==> src/rtl/tile_sched_pkg.sv <==
// Shared types and constants for the tile scheduler: FSM state encoding,
// default watchdog limit and the tile-counter width helper.
package tile_sched_pkg;

    typedef enum logic [2:0] {
        IDLE,
        ISSUE,
        WAIT,
        NEXT,
        DONE
    } state_t;

    localparam int unsigned TIMEOUT_DEFAULT = 1024;

    // Counter must hold every value 0..max_tiles inclusive.
    function automatic int unsigned tile_width(input int unsigned max_tiles);
        return $clog2(max_tiles + 1);
    endfunction

endpackage

==> src/rtl/tile_scheduler_if.sv <==
// Host/control-unit bundle for tile_scheduler. master = job issuer plus
// control-unit side stimulus, slave = the scheduler itself.
interface tile_scheduler_if #(
    parameter int unsigned ADDR_W = 8,
    parameter int unsigned TILE_W = 5
);
    logic              start;
    logic [TILE_W-1:0] num_tiles;
    logic              abort;
    logic              cu_ready;
    logic              cu_enable;
    logic [ADDR_W-1:0] cu_base_addr;
    logic [TILE_W-1:0] tile_idx;
    logic              busy;
    logic              done;
    logic              error;

    modport master (
        output start, num_tiles, abort, cu_ready,
        input  cu_enable, cu_base_addr, tile_idx, busy, done, error
    );

    modport slave (
        input  start, num_tiles, abort, cu_ready,
        output cu_enable, cu_base_addr, tile_idx, busy, done, error
    );
endinterface

==> src/rtl/tile_watchdog.sv <==
// Cycle counter used to bound the time spent waiting on the control unit.
// expired_c rises on the TIMEOUT-th enabled cycle since the last clear.
module tile_watchdog
    import tile_sched_pkg::*;
#(
    parameter int unsigned TIMEOUT = TIMEOUT_DEFAULT
) (
    input  logic clk,
    input  logic reset,
    input  logic clear,
    input  logic enable,
    output logic expired_c
);
    localparam int unsigned CNT_W = $clog2(TIMEOUT + 1);

    logic [CNT_W-1:0] cnt_q;

    always_ff @(posedge clk) begin
        if (reset || clear) begin
            cnt_q <= '0;
        end else if (enable && !expired_c) begin
            cnt_q <= cnt_q + CNT_W'(1);
        end
    end

    assign expired_c = enable && (cnt_q == CNT_W'(TIMEOUT - 1));

endmodule

==> src/rtl/tile_scheduler.sv <==
// Tile-level sequencer in front of control_unit: one cu_enable per tile,
// stride the BRAM base between tiles, pulse done at the end.
// Optional WAIT watchdog enabled by `define TILE_SCHED_TIMEOUT_EN.
module tile_scheduler
    import tile_sched_pkg::*;
#(
    parameter int unsigned BRAM_DEPTH = 2,
    parameter int unsigned ADDR_W     = 8,
    parameter int unsigned MAX_TILES  = 16,
    parameter int unsigned TILE_W     = tile_width(MAX_TILES)
`ifdef TILE_SCHED_TIMEOUT_EN
    ,
    parameter int unsigned TIMEOUT    = TIMEOUT_DEFAULT
`endif
) (
    input logic             clk,
    input logic             reset,
    tile_scheduler_if.slave bus
);
    localparam logic [TILE_W-1:0] MAX_T  = TILE_W'(MAX_TILES);
    localparam logic [ADDR_W-1:0] STRIDE = ADDR_W'(BRAM_DEPTH);

    state_t            state_q, state_n;
    logic [TILE_W-1:0] count_q, count_n;
    logic [TILE_W-1:0] clamp_c;
    logic [TILE_W-1:0] tile_idx_n;
    logic [ADDR_W-1:0] base_n;
    logic              cu_enable_n, busy_n, done_n, error_n;
    logic              last_tile_c;

`ifdef TILE_SCHED_TIMEOUT_EN
    logic timeout_c;

    tile_watchdog #(
        .TIMEOUT (TIMEOUT)
    ) u_watchdog (
        .clk       (clk),
        .reset     (reset),
        .clear     (state_q != WAIT),
        .enable    (state_q == WAIT),
        .expired_c (timeout_c)
    );
`endif

    assign clamp_c     = (bus.num_tiles > MAX_T) ? MAX_T : bus.num_tiles;
    assign last_tile_c = (bus.tile_idx == count_q - TILE_W'(1));

    // Next state and next values of every registered output.
    always_comb begin
        state_n    = state_q;
        count_n    = count_q;
        tile_idx_n = bus.tile_idx;
        base_n     = bus.cu_base_addr;
        error_n    = bus.error;

        if (bus.abort && state_q != IDLE) begin
            state_n = IDLE;
        end else begin
            case (state_q)
                IDLE: begin
                    if (bus.start) begin
                        error_n = 1'b0;
                        if (clamp_c == '0) begin
                            state_n = DONE;
                        end else begin
                            count_n    = clamp_c;
                            tile_idx_n = '0;
                            base_n     = '0;
                            state_n    = ISSUE;
                        end
                    end
                end
                ISSUE: state_n = WAIT;
                WAIT: begin
                    if (bus.cu_ready) begin
                        state_n = last_tile_c ? DONE : NEXT;
                    end
`ifdef TILE_SCHED_TIMEOUT_EN
                    else if (timeout_c) begin
                        state_n = IDLE;
                        error_n = 1'b1;
                    end
`endif
                end
                NEXT: begin
                    tile_idx_n = bus.tile_idx + TILE_W'(1);
                    base_n     = bus.cu_base_addr + STRIDE;
                    state_n    = ISSUE;
                end
                DONE:    state_n = IDLE;
                default: state_n = IDLE;
            endcase
        end

        // Outputs are registered images of the state being entered.
        cu_enable_n = (state_n == ISSUE);
        busy_n      = (state_n != IDLE);
        done_n      = (state_n == DONE);
    end

    always_ff @(posedge clk) begin
        if (reset) begin
            state_q          <= IDLE;
            count_q          <= '0;
            bus.tile_idx     <= '0;
            bus.cu_base_addr <= '0;
            bus.cu_enable    <= 1'b0;
            bus.busy         <= 1'b0;
            bus.done         <= 1'b0;
            bus.error        <= 1'b0;
        end else begin
            state_q          <= state_n;
            count_q          <= count_n;
            bus.tile_idx     <= tile_idx_n;
            bus.cu_base_addr <= base_n;
            bus.cu_enable    <= cu_enable_n;
            bus.busy         <= busy_n;
            bus.done         <= done_n;
            bus.error        <= error_n;
        end
    end

endmodule
==> src/flat_wrapper.sv <==
// flat-port wrapper written by rule: the top's interface ports become plain ports
module tile_scheduler_flat import tile_sched_pkg::*;
#(
    parameter int unsigned BRAM_DEPTH = 2,
    parameter int unsigned ADDR_W     = 8,
    parameter int unsigned MAX_TILES  = 16,
    parameter int unsigned TILE_W     = tile_width(MAX_TILES)

)
  (clk, reset, bus_start, bus_num_tiles, bus_abort, bus_cu_ready, bus_cu_enable, bus_cu_base_addr, bus_tile_idx, bus_busy, bus_done, bus_error);
  tile_scheduler_if #(.ADDR_W(ADDR_W), .TILE_W(TILE_W)) bus_i ();
  input logic clk;
  input logic reset;
  input wire logic [$bits(bus_i.start)-1:0] bus_start;
  input wire logic [$bits(bus_i.num_tiles)-1:0] bus_num_tiles;
  input wire logic [$bits(bus_i.abort)-1:0] bus_abort;
  input wire logic [$bits(bus_i.cu_ready)-1:0] bus_cu_ready;
  output wire logic [$bits(bus_i.cu_enable)-1:0] bus_cu_enable;
  output wire logic [$bits(bus_i.cu_base_addr)-1:0] bus_cu_base_addr;
  output wire logic [$bits(bus_i.tile_idx)-1:0] bus_tile_idx;
  output wire logic [$bits(bus_i.busy)-1:0] bus_busy;
  output wire logic [$bits(bus_i.done)-1:0] bus_done;
  output wire logic [$bits(bus_i.error)-1:0] bus_error;
  assign bus_i.start = bus_start;
  assign bus_i.num_tiles = bus_num_tiles;
  assign bus_i.abort = bus_abort;
  assign bus_i.cu_ready = bus_cu_ready;
  assign bus_cu_enable = bus_i.cu_enable;
  assign bus_cu_base_addr = bus_i.cu_base_addr;
  assign bus_tile_idx = bus_i.tile_idx;
  assign bus_busy = bus_i.busy;
  assign bus_done = bus_i.done;
  assign bus_error = bus_i.error;
  tile_scheduler #(.BRAM_DEPTH(BRAM_DEPTH), .ADDR_W(ADDR_W), .MAX_TILES(MAX_TILES), .TILE_W(TILE_W)) u_core (.clk(clk), .reset(reset), .bus(bus_i));
endmodule
==> config.mk <==
export PLATFORM = sky130hd
export DESIGN_NAME = tile_scheduler_flat
export DESIGN_NICKNAME = d
export VERILOG_FILES = /design/src/rtl/tile_sched_pkg.sv /design/src/rtl/tile_scheduler_if.sv /design/src/rtl/tile_watchdog.sv /design/src/rtl/tile_scheduler.sv /design/src/flat_wrapper.sv
export SDC_FILE = /design/constraint.sdc
export NUM_CORES = 1
export LEC_CHECK = 0
export ABC_AREA = 1
export BUFFER_PORTS_ARGS = -buffer_cell sky130_fd_sc_hd__buf_2
export CORE_ASPECT_RATIO = 1.75
export CORE_MARGIN = 4
export CORE_UTILIZATION = 45
export CTS_CLUSTER_DIAMETER = 50
export DETAILED_ROUTE_END_ITERATION = 7
export GPL_ROUTABILITY_DRIVEN = 0
export PLACE_DENSITY = 0.75
export SYNTH_ARGS = -nofsm -noshare
export SYNTH_HDL_FRONTEND = slang
export SYNTH_SLANG_ARGS = --single-unit
==> constraint.sdc <==
create_clock -name clk -period 1.9 [get_ports clk]
set_clock_uncertainty 0.15 [all_clocks]
set_input_delay 0.38 -clock clk [delete_from_list [all_inputs] [get_ports clk]]
set_output_delay 0.38 -clock clk [all_outputs]
set_load 0.02 [all_outputs]
Yosys cells after proc, flatten, opt, wreduce, memory -nomap -nowiden

Index checks and enable logic that the tools add are counted.

Bits in registers: 24
Bits of input ports: 10
Logic and storage cells: 42
Output and inout bits: 17

Reductions and logical operators: 8
Order comparisons: 1
Eq/ne operators: 8
Bitwise operators: 2
Add/sub/neg operators: 3
Multiplexer cells: 13

Operators by type and width:

| cell                  | count |
|---|---|
| $mux W8               | 2 |
| $pmux W8 S2           | 1 |
| $mux W3               | 5 |
| $mux W5               | 3 |
| $pmux W3 S4           | 1 |
| $pmux W5 S2           | 1 |
| $add A8 B2 Y8 const B | 1 |
| $reduce_and A4 Y1     | 2 |
| $eq A3 B1 Y1 const B  | 2 |
| $eq A3 B2 Y1 const B  | 2 |
| $reduce_bool A3 Y1    | 2 |
| $add A5 B1 Y5 const B | 1 |
| $eq A5 B5 Y1          | 1 |
| $gt A5 B5 Y1 const B  | 1 |
| $logic_not A5 Y1      | 1 |
| $sub A5 B1 Y5 const B | 1 |
| $ne A2 B2 Y1 const B  | 2 |
| $eq A3 B3 Y1 const B  | 1 |
| $logic_not A3 Y1      | 1 |
| $not A1 Y1            | 2 |
| $reduce_bool A2 Y1    | 1 |
| $logic_and A1 B1 Y1   | 1 |

Depth between registers and ports, before layout

Gate-level depths: netlist of the first run.

Depth in word-level cells: 8
Gate-level depth with buffers: 14
Gate-level depth less buffers: 14

Least setup slack after synthesis of the first run

Ideal clock, no wire load.

Path kind: reg2reg
Start: register u_core.count_q[0]
End: register u_core.bus.busy
Period minus slack after synthesis: 1.626 ns
Arrival: 1.355 ns
Stages on the path, launching flop included: 15
Data required time: 1.629 ns
Path buffers: 0
Path slack: 0.274 ns
Cell sequence: dfxtp_1 -> inv_1 -> ha_1 -> inv_1 -> nand2_1 -> nand2_1 -> nand2_1 -> inv_1 -> nand2_1 -> nor2_1 -> nand3_1 -> nand2_1 -> nand2_1 -> nand2_1 -> nand3_1

Cells in the longest elaborated chain, start to end: 7

RTL lines:

| item                     | line                    | RTL |
|---|---|---|
| start: declaration       | tile_scheduler.sv:24    | `logic [TILE_W-1:0] count_q, count_n;` |
| start signal: assignment | tile_scheduler.sv:113   | `count_q <= count_n;` |
| $sub A5 B1 Y5            | tile_scheduler.sv:46    | `assign last_tile_c = (bus.tile_idx == count_q - TILE_W'(1));` |
| $eq A5 B5 Y1             | tile_scheduler.sv:46    |  |
| $mux W3                  | tile_scheduler.sv:76    | `state_n = last_tile_c ? DONE : NEXT;` |
| $mux W3                  | tile_scheduler.sv:75    | `if (bus.cu_ready) begin` |
| $pmux W3 S4              | tile_scheduler.sv:59    | `case (state_q)` |
| $mux W3                  | tile_scheduler.sv:56    | `if (bus.abort && state_q != IDLE) begin` |
| $reduce_bool A3 Y1       | tile_scheduler.sv:97    | `busy_n = (state_n != IDLE);` |
| end signal: assignment   | tile_scheduler.sv:117   | `bus.busy <= busy_n;` |
| end: declaration         | tile_scheduler_if.sv:25 | `output cu_enable, cu_base_addr, tile_idx, busy, done, error` |

Every way passes these cells.
A chain may end at the register's enable or synchronous reset.

Worst setup path after layout of the first run

Same ends and word-level chain as after synthesis.

==> flow_summary.yaml, run 1 <==
status:
  outcome: "finished clean"
synthesis:
  syn_area_um2: 1301
  synth_area_leaders: "dfxtp_1, nand2_1, inv_1"
  muxShareOfSynthArea: 0
  synth_compound_area_frac: 0.1010
  synthDistinctLibCells: 23
  ys_ff_latch: 23
  synthCells: 197
  synth-seq-area-share: 0.3538
  yosysTopAreaCell: "dfxtp_1"
  synth_top_family_by_area: "simple AND/OR/NAND/NOR gates"
  synth_xor_area_frac: 0.006731
  yosys.area.top_type_share: 0.3538
  yosys_warnings: 0
  synth.avg_cell_area_um2: 6.605
  yosys.area_share.simple: 0.3683
  synth_fa_ha_area_frac: 0.02885
drt:
  ant_nets: 0
  drt_pass1_iterations: 4
  routed_wirelength_mm: 2.625
  vias_per_cell: 4.791
  drcViolationCount: 0
  drtIter0Drc: 17
  num_vias: 1217
  post_drt_wl_per_cell_um: 10.33
cts:
  max-clock-path-buffers: 2
  cts_buffers: 3
  clockRootBuffer: "clkbuf_8"
  cts_tree: "built"
  post_cts_buffers: 0
  cts.clk_slew.worst_paths_ns: 0.08
  htree_levels: 1
  clock_sinks: 23
  worstSkewPairLatency_ns: 0.26
critical_path:
  r2r_cells: 14
  r2r-start: "u_core.count_q[0]"
  cp_num_buf_inv: 3
  r2r-end: "u_core.bus.busy"
  rrSetupSlack_ns: 0.21
  path_delay_family: "simple AND/OR/NAND/NOR gates"
  crit_path_frequent_cell: "nand2_1"
  criticalPathCategory: "register to register"
  crit_chain: "inv_1 > ha_4 > inv_1 > nand2_1 > nand2_1 > nand2_1 > inv_1 > nand2_1 > nor2_2 > nand3_1 > nand2_1 > nand2_1 > nand2_1 > nand3_1"
  slowest_delay_ns: 0.32
  path_max_fanout: 4
  cp.depth: 14
  critPathLaunchType: "register"
  crit_path_end_kind: "register"
  cp_data_required_time_ns: 1.90
  worstPathArrival_ns: 1.69
  crit_path_top_delay_cell: "dfxtp_1"
sta:
  slew_violations: 0
  setup_viol: 0
  min_period_ns: 1.691
  finalCritPeriodShare: 0.8899
  tns_ns: 0
  rsz0062_at_grt: "no"
  fmax_mhz: 591.5
  hold_viol_final: 0
pwr:
  vdd_ir_drop_max_v: 0.0005303
  power.total_mw: 1.158
  power.leakage_nw: 0.7896
  pwr_density_cell_nw_per_um2: 753.5
final_layout:
  final_cells: 254
  diodes: 0
  post-route-util: 0.5582
  layout-drive-gt1-share: 0.2070
  area_delta_synth_final_pct: 18.08
  fin_area_um2: 1536
  finalNetCount: 241
floorplan:
  die_w_um: 48.65
  start_util: 0.4727
  ios: 27
  die_h_um: 79.14
  core_um2: 2753
  rows: 25
  fp.dieArea_um2: 3850
run:
  maxCapViolations: 0
global_route:
  antenna_found_initial: 0
  grt_start_max_net_pins: 13
  grt_pass1_vias: 1192
  grt_util_all_layers: 0.1536
  grt_pass1_wl_mm: 4.843
  globalRouteOverflowTotal: 0
hold_path:
  holdCritStartpoint: "reset"
  min_delay_path_depth: 2
  hold_path_end: "u_core.count_q[1]"
  hold_path.class: "primary input to register"
place:
  dp.cells: 250
  dp_hpwl_mm: 2.191
  placement.io_buffers: 24
  placed_area_um2: 1475
==> synth_stat cells <==
master / number
nor2_1: 18
nor3_4: 2
nand3_2: 1
buf_4: 2
ha_1: 3
nor3_1: 5
conb_1: 1
buf_6: 1
a21oi_1: 11
dfxtp_1: 23
inv_2: 1
or2_2: 1
xor2_1: 1
o21ai_4: 1
nand2_2: 1
nor2_2: 1
nor2_4: 1
nand2_4: 2
nand3_1: 17
nand2_1: 55
inv_1: 40
a211oi_2: 2
o21ai_0: 7
==> flip-flops by register name (all words and copies together) (netlist names) <==
| register | count |
|---|---|
| u_core.bus.cu_base_addr | 7 |
| u_core.bus.tile_idx | 5 |
| u_core.count_q | 5 |
| u_core.state_q | 3 |
| u_core.bus.busy | 1 |
| u_core.bus.cu_enable | 1 |
| u_core.bus.done | 1 |
==> how the worst max path moves through the flow <==
| stage | start | to | slack, ns |
|---|---|---|---|
| after floorplan | u_core.count_q[0] | u_core.bus.busy | 0.27 |
| after global placement | u_core.count_q[0] | u_core.bus.busy | 0.19 |
| final | u_core.count_q[0] | u_core.bus.busy | 0.21 |
| after detailed placement | u_core.count_q[0] | u_core.bus.busy | 0.12 |
| after CTS | u_core.count_q[0] | u_core.bus.busy | 0.12 |
| after global routing | u_core.count_q[0] | u_core.bus.busy | 0.01 |
==> worst register-to-register path, stage by stage, from the launching register on <==
cell	delay, ns
dfxtp_1	0.32
inv_1	0.13
ha_4	0.22
inv_1	0.05
nand2_1	0.04
nand2_1	0.06
nand2_1	0.05
inv_1	0.04
nand2_1	0.05
nor2_2	0.14
nand3_1	0.08
nand2_1	0.06
nand2_1	0.04
nand2_1	0.08
nand3_1	0.07
==> metal layers <==
| metal | vias to the layer above | GRT usage | share of wire |
|---|---|---|---|
| met5 | - | 0 | 0 |
| met4 | 0 | 0.06469 | 0.022 |
| met3 | 6 | 0.01876 | 0.033 |
| met2 | 22 | 0.2866 | 0.53 |
| met1 | 531 | 0.1692 | 0.41 |
| li1 | 658 | - | - |
==> cells in the final DEF (no fill, tap or decap), types with 2 or more instances in the layout <==
cell and n:
a21oi_1 11, a211oi_2 2, nor3_1 5, nor2_2 2, clkbuf_8 3, buf_2 24, nand2_4 2, ha_1 2
buf_4 3, inv_1 40, nand3_1 17, nor3_4 2, o21ai_0 7, conb_1 2, dfxtp_1 22, nand2_1 55
nor2_1 17
==> power breakdown <==
group / internal, mW / switching, mW
Combinational: 0.124 / 0.197
Sequential: 0.515 / 0.0258
Clock: 0.149 / 0.147
==> per-stage QoR <==
step / setup slack [ns] / hold slack (ns)
global route: 0.01207 / 0.2460
detailed placement: 0.1220 / 0.3224
floorplan: 0.2744 / 0.2975
global placement: 0.1922 / 0.3214
finish: 0.2093 / 0.2269
CTS: 0.1226 / 0.2215
==> cell type report <==
class / instances / area (um^2)
inverter: 41 / 153.9
clock buffer: 4 / 45.04
tap: 27 / 33.78
fill: 275 / 1216
timing repair buffer: 28 / 162.7
sequential: 23 / 461.7
multi-input combinational: 131 / 679.4
==> logic make-up (layout without fill, tap and decap cells) <==
family,after synthesis,after routing
other,1,2
buffers and inverters,44,73
adder cells (fa/ha/maj),3,3
AO/OA/AOI/OAI,21,21
XOR/XNOR,1,1
AND/OR/NAND/NOR,104,104
flip-flops,23,23
==> what timing repair did <==
item / 4_1_cts / 5_1_grt
setup endpoints to repair: 0 / 5
endpoints found under the hold margin: 0 / 0
hold buffers: 0 / 0
gates resized for setup: 0 / 3
Note: power is estimated with default switching activity, not from simulation.
==> run 2: changes to the inputs <==
--- a/config.mk
+++ b/config.mk
@@ -5,7 +5,7 @@
 export SDC_FILE = /design/constraint.sdc
 export NUM_CORES = 1
 export LEC_CHECK = 0
-export ABC_AREA = 1
+export ABC_AREA = 0
 export BUFFER_PORTS_ARGS = -buffer_cell sky130_fd_sc_hd__buf_2
 export CORE_ASPECT_RATIO = 1.75
 export CORE_MARGIN = 4
@@ -13,7 +13,7 @@
 export CTS_CLUSTER_DIAMETER = 50
 export DETAILED_ROUTE_END_ITERATION = 7
 export GPL_ROUTABILITY_DRIVEN = 0
-export PLACE_DENSITY = 0.75
+export PLACE_DENSITY = 0.74
 export SYNTH_ARGS = -nofsm -noshare
 export SYNTH_HDL_FRONTEND = slang
 export SYNTH_SLANG_ARGS = --single-unit
==> run 2 against run 1 <==
Largest power group unchanged. Maximum frequency decreased by 6.4%. Synthesized cell count is 24% lower. Largest cell class unchanged. Global-route usage up 1.3 points. Critical path type unchanged. Sequential power decreased by 0.7%.
==> flow_summary.yaml, run 2 <==
final_layout:
  layout-drive-gt1-share: 0.2842
  fill_cells: 279
  fin_area_um2: 1587
  seq_area_um2: 460.4
  post-route-util: 0.5419
  final_cells: 211
  diodes: 0
  finalNetCount: 197
  final_common_cell: "buf_2"
  multiInputGateArea_um2: 804.5
  layout_common_cells: "buf_2, dfxtp_1, nand3_1, buf_4, a21oi_1"
  largest_registers: "u_core.bus.cu_base_addr x7, u_core.bus.tile_idx x5, u_core.count_q x5"
  area_delta_synth_final_pct: 16.65
  largest_reg_flops: 7
  largest_register: "u_core.bus.cu_base_addr"
synthesis:
  async_flop_share: 0
  synth-seq-area-share: 0.3385
  yosys.area.top_type_share: 0.3385
  yosys_warnings: 0
  synth_area_leaders: "dfxtp_1, nand3_1, a21oi_1"
  synth.avg_cell_area_um2: 9.128
  syn_area_um2: 1360
  yosysTopAreaCell: "dfxtp_1"
  ys_top_cells_by_count: "dfxtp_1, nand3_1, a21oi_1"
  synthDistinctLibCells: 46
  yosysMostFrequentCell: "dfxtp_1"
  synthCells: 149
  synth-edff-count: 0
  ys_ff_latch: 23
  dominantRegCellSynth: "dfxtp_1"
drt:
  drtIter0Drc: 48
  routed_wirelength_mm: 3.222
  drcViolationCount: 0
  post_drt_wl_per_cell_um: 15.27
  drt_pass1_iterations: 4
  ant_nets: 0
  num_vias: 1259
  vias_per_cell: 5.967
global_route:
  grt_util_all_layers: 0.1669
  globalRouteOverflowTotal: 0
  grt_start_max_net_pins: 16
  grt_pass1_vias: 1182
  grt_pass1_wl_mm: 5.230
  antenna_found_initial: 0
sta:
  holdWs_ns: 0.1746
  hold_viol_final: 0
  rsz0062_at_grt: "no"
  tns_ns: 0
  slew_violations: 0
  setup_ws_ns: 0.09332
  setup_viol: 0
  min_period_ns: 1.807
  finalCritPeriodShare: 0.9509
  fmax_mhz: 553.5
cts:
  cts_buffers: 3
  max-clock-path-buffers: 2
  clock_sinks: 23
  cts_tree: "built"
  cts.clk_slew.worst_paths_ns: 0.09
  htree_levels: 1
  clockRootBuffer: "clkbuf_8"
  worstSkewPairLatency_ns: 0.26
critical_path:
  rrSetupSlack_ns: 0.09
  path_max_fanout: 5
  worstPathArrival_ns: 1.81
  criticalPathCategory: "register to register"
  slowest_delay_ns: 0.67
  crit_path_top_delay_cell: "or4b_2"
  crit_chain: "nand4b_1 > or4b_2 > o221ai_2 > a21oi_1"
  crit_path_end_kind: "register"
  r2r-start: "u_core.state_q[2]"
  cp_num_buf_inv: 0
  path_delay_family: "simple AND/OR/NAND/NOR gates"
  cp_data_required_time_ns: 1.90
  critPathLaunchType: "register"
  setup.worst_path.start: "u_core.state_q[2]"
floorplan:
  die_w_um: 49.56
  fp.dieArea_um2: 4000
  start_util: 0.4645
  rows: 26
  core_um2: 2928
  die_h_um: 80.73
  ios: 27
pwr:
  pwr_density_cell_nw_per_um2: 692.2
  power.leakage_nw: 0.6663
  power.total_mw: 1.098
  vdd_ir_drop_max_v: 0.0004273
run:
  maxCapViolations: 0
status:
  outcome: "finished clean"
place:
  dp.cells: 206
  placed_area_um2: 1526
  dp_hpwl_mm: 2.528
  post-place-ws_ns: -0.07009
  placement.io_buffers: 24
hold_path:
  holdCritStartpoint: "bus_cu_ready"
  hold_path.class: "primary input to register"
## run 2: changes by cell type after synthesis, moves of 4 or more
cell,change
or3_1,+4
nand2b_1,+5
inv_1,-36
xnor2_1,+4
nand3b_1,+4
nand2_1,-46
nor2_1,-12
a21o_1,+4
mux2i_1,+4
## run 2: routing by layer
metal,routed length (um),global-route usage,up-vias
li1,-,-,618
met1,1292,0.1703,604
met2,1767,0.3210,29
met3,97,0.02041,8
met4,64,0.08864,0
met5,0,0,-
## run 2: cell families (layout without fill, tap and decap cells)
family	Yosys count	after routing	synth area share
AOI/OAI and AO/OA	41	41	0.2107
xor gates and xnor gates	7	7	0.05520
adders and majority gates	3	3	0.02760
buffers and inverters	13	46	0.07727
DFF	23	23	0.3385
muxes	4	4	0.02944
other	1	2	0.002757
and+or+nand+nor	57	57	0.2585
## run 2: final timing paths
path,cells after the start,end
worst min register to register,2,u_core.count_q[2]
worst max register to register,4,u_core.bus.cu_base_addr[4]
worst max-delay path,4,u_core.bus.cu_base_addr[4]
worst min-delay path,2,u_core.state_q[1]
## run 2: timing repair
action | 4_1_cts | 5_1_grt
setup endpoints to repair | 0 | 1
setup buffers | 0 | 1
hold buffers | 0 | 0
resized for setup | 0 | 1
## run 2: area by class of cell
cell class                 count  share of cell area
multi-input combinational    114              0.5071
sequential                    23              0.2902
timing repair buffer          38              0.1420
clock buffer                   3             0.02603
tap                           28             0.02208
inverter                       4            0.009464
clock inverter                 1            0.003155
## run 2: power by group
| group | total [mW] | switching, mW | internal, mW |
|---|---|---|---|
| sequential | 0.536 | 0.0295 | 0.507 |
| clock | 0.314 | 0.167 | 0.147 |
| combinational | 0.248 | 0.140 | 0.108 |
==> run 3: changes to the inputs <==
--- a/config.mk
+++ b/config.mk
@@ -13,7 +13,7 @@
 export CTS_CLUSTER_DIAMETER = 50
 export DETAILED_ROUTE_END_ITERATION = 7
 export GPL_ROUTABILITY_DRIVEN = 0
-export PLACE_DENSITY = 0.74
+export PLACE_DENSITY = 0.78
 export SYNTH_ARGS = -nofsm -noshare
 export SYNTH_HDL_FRONTEND = slang
 export SYNTH_SLANG_ARGS = --single-unit
==> run 3 against run 2 <==
Sequential power is essentially flat. Maximum frequency fell by 2.7%. Hold slack got worse by 0.0038 ns. Die area did not move. Setup slack worse by 0.050 ns. Cell count shrank 0.95%. Clock power barely moved. Combinational power grew 2%. Clock-buffer cell count unchanged. Sequential share of layout area is 0.26 points higher. Via count shrank 1.4%. Utilization down 0.34 points. Largest cell class unchanged. Largest power group unchanged.
==> flow_summary.yaml, run 3 (same netlist as run 2, synthesis figures left out) <==
status:
  outcome: "finished clean"
cts:
  htree_levels: 1
  worstSkewPairLatency_ns: 0.27
  postCtsHoldBufs: 0
  post_cts_resized: 0
  cts.clk_slew.worst_paths_ns: 0.08
  clock_sinks: 23
  clockRootBuffer: "clkbuf_8"
  cts_buffers: 3
  max-clock-path-buffers: 2
  post_cts_buffers: 0
  cts_tree: "built"
place:
  placed_area_um2: 1519
  post-place-ws_ns: -0.1001
  placement.io_buffers: 24
  dp_hpwl_mm: 2.599
critical_path:
  rrSetupSlack_ns: 0.04
  r2r-end: "u_core.bus.cu_base_addr[4]"
  crit_path_end_kind: "register"
  criticalPathCategory: "register to register"
  critPathLaunchType: "register"
  r2r-start: "u_core.state_q[2]"
  worstPathArrival_ns: 1.86
  worstSetupEndpoint: "u_core.bus.cu_base_addr[4]"
  crit_chain: "nand4b_1 > or4b_2 > o221ai_1 > a21oi_1"
  slowest_delay_ns: 0.65
  setup.worst_path.start: "u_core.state_q[2]"
  r2r_cells: 4
  path_max_fanout: 5
  cp_data_required_time_ns: 1.90
  crit_path_top_delay_cell: "or4b_2"
final_layout:
  layout_common_cells: "buf_2, dfxtp_1, nand3_1, a21oi_1, buf_4"
  finalNetCount: 195
  final_common_cell: "buf_2"
  fin_area_um2: 1577
  largest_reg_flops: 7
  largest_registers: "u_core.bus.cu_base_addr x7, u_core.bus.tile_idx x5, u_core.count_q x5"
  diodes: 0
  layout-drive-gt1-share: 0.2873
  post-route-util: 0.5385
  largest_register: "u_core.bus.cu_base_addr"
  fill_cells: 259
  area_delta_synth_final_pct: 15.92
sta:
  tns_ns: 0
  setup_viol: 0
  min_period_ns: 1.857
  hold_viol_final: 0
  fmax_mhz: 538.6
  finalCritPeriodShare: 0.9773
  setup_ws_ns: 0.04320
  slew_violations: 0
  rsz0062_at_grt: "no"
floorplan:
  fp.dieArea_um2: 4000
  core_um2: 2928
  start_util: 0.4645
  rows: 26
  die_h_um: 80.73
  die_w_um: 49.56
  ios: 27
run:
  maxCapViolations: 0
drt:
  num_vias: 1242
  highest_layer: "met4"
  wl_met2_mm: 1.803
  met3_length_um: 105
  drt_pass1_iterations: 4
  drcViolationCount: 0
  drtIter0Drc: 22
  wl_met1_mm: 1.240
  post_drt_wl_per_cell_um: 15.66
  routed_wirelength_mm: 3.273
  vias_per_cell: 5.943
  ant_nets: 0
hold_path:
  min_delay_path_depth: 2
  hold_path.class: "primary input to register"
pwr:
  p_switching_mw: 0.3408
  power.leakage_nw: 0.6605
  p_int_mw: 0.7629
  combPwrFrac: 0.228
  pwr_density_cell_nw_per_um2: 700.1
  clockPowerShare: 0.286
  sw_frac_of_total: 0.3087
  vdd_ir_drop_max_v: 0.0003757
  power.total_mw: 1.104
  pwr-share-seq: 0.486
global_route:
  grt_util_all_layers: 0.1754
  grt_start_max_net_pins: 16
  grt_pass1_vias: 1273
  globalRouteOverflowTotal: 0
  antenna_found_initial: 0
  grt_pass1_wl_mm: 5.499
==> run 3: changes by cell type in the layout (fill, tap and decap cells not counted) <==
cell      previous run  this run
dfxtp_2              0         1
dfxtp_1             23        22
nor3_1               2         1
o221ai_2             1         0
nor3b_1              2         1
buf_4               14        12
nor3_2               0         1
o221ai_1             0         1
nor3b_2              0         1
==> run 3: layer usage <==
metal / up-vias / global-route usage
li1: 603 / -
met1: 597 / 0.1750
met2: 29 / 0.3316
met3: 13 / 0.03154
met4: 0 / 0.09972
met5: - / 0
==> run 3: how the worst min path moves through the flow <==
stage / from / to / slack, ns
5_1_grt: bus_cu_ready / u_core.state_q[1] / 0.20
4_1_cts: bus_cu_ready / u_core.state_q[1] / 0.18
3_3_place_gp: u_core.count_q[2] / u_core.count_q[2] / 0.32
2_1_floorplan: u_core.count_q[3] / u_core.count_q[3] / 0.31
6_report: bus_cu_ready / u_core.state_q[1] / 0.17
3_5_place_dp: u_core.bus.cu_base_addr[5] / u_core.bus.cu_base_addr[5] / 0.34
==> run 3: area by class of cell <==
cell class                      count  area, um^2  share of cell area
Inverter                            4       15.01            0.009524
Clock inverter                      1       5.005            0.003175
Tap cell                           28       35.03             0.02222
Multi-Input combinational cell    114       808.3              0.5127
Sequential cell                    23       461.7              0.2929
Clock buffer                        3       41.29             0.02619
Timing Repair Buffer               36       210.2              0.1333
==> run 3: worst max-delay path, delay by kind of cell (launching register included) <==
family / cells / cell delay [ns]
and+or+nand+nor: 2 / 0.87
AOI/OAI and AO/OA: 2 / 0.34
DFF: 1 / 0.38
==> run 3: stage by stage <==
| step | hold WS (ns) | std cells |
|---|---|---|
| finish | 0.1707 | 209 |
| global route | 0.1951 | 209 |
| CTS | 0.1788 | 209 |
| detailed placement | 0.3429 | 205 |
| global placement | 0.3216 | 205 |
| floorplan | 0.3075 | 150 |
==> run 3: power groups by stage <==
stage / registers [mW] / logic, mW / clock network (mW)
finish: 0.536 / 0.252 / 0.316
detailed placement: 0.546 / 0.248 / 0
CTS: 0.535 / 0.249 / 0.314
global route: 0.541 / 0.277 / 0.344
floorplan: 0.557 / 0.172 / 0
global placement: 0.545 / 0.235 / 0
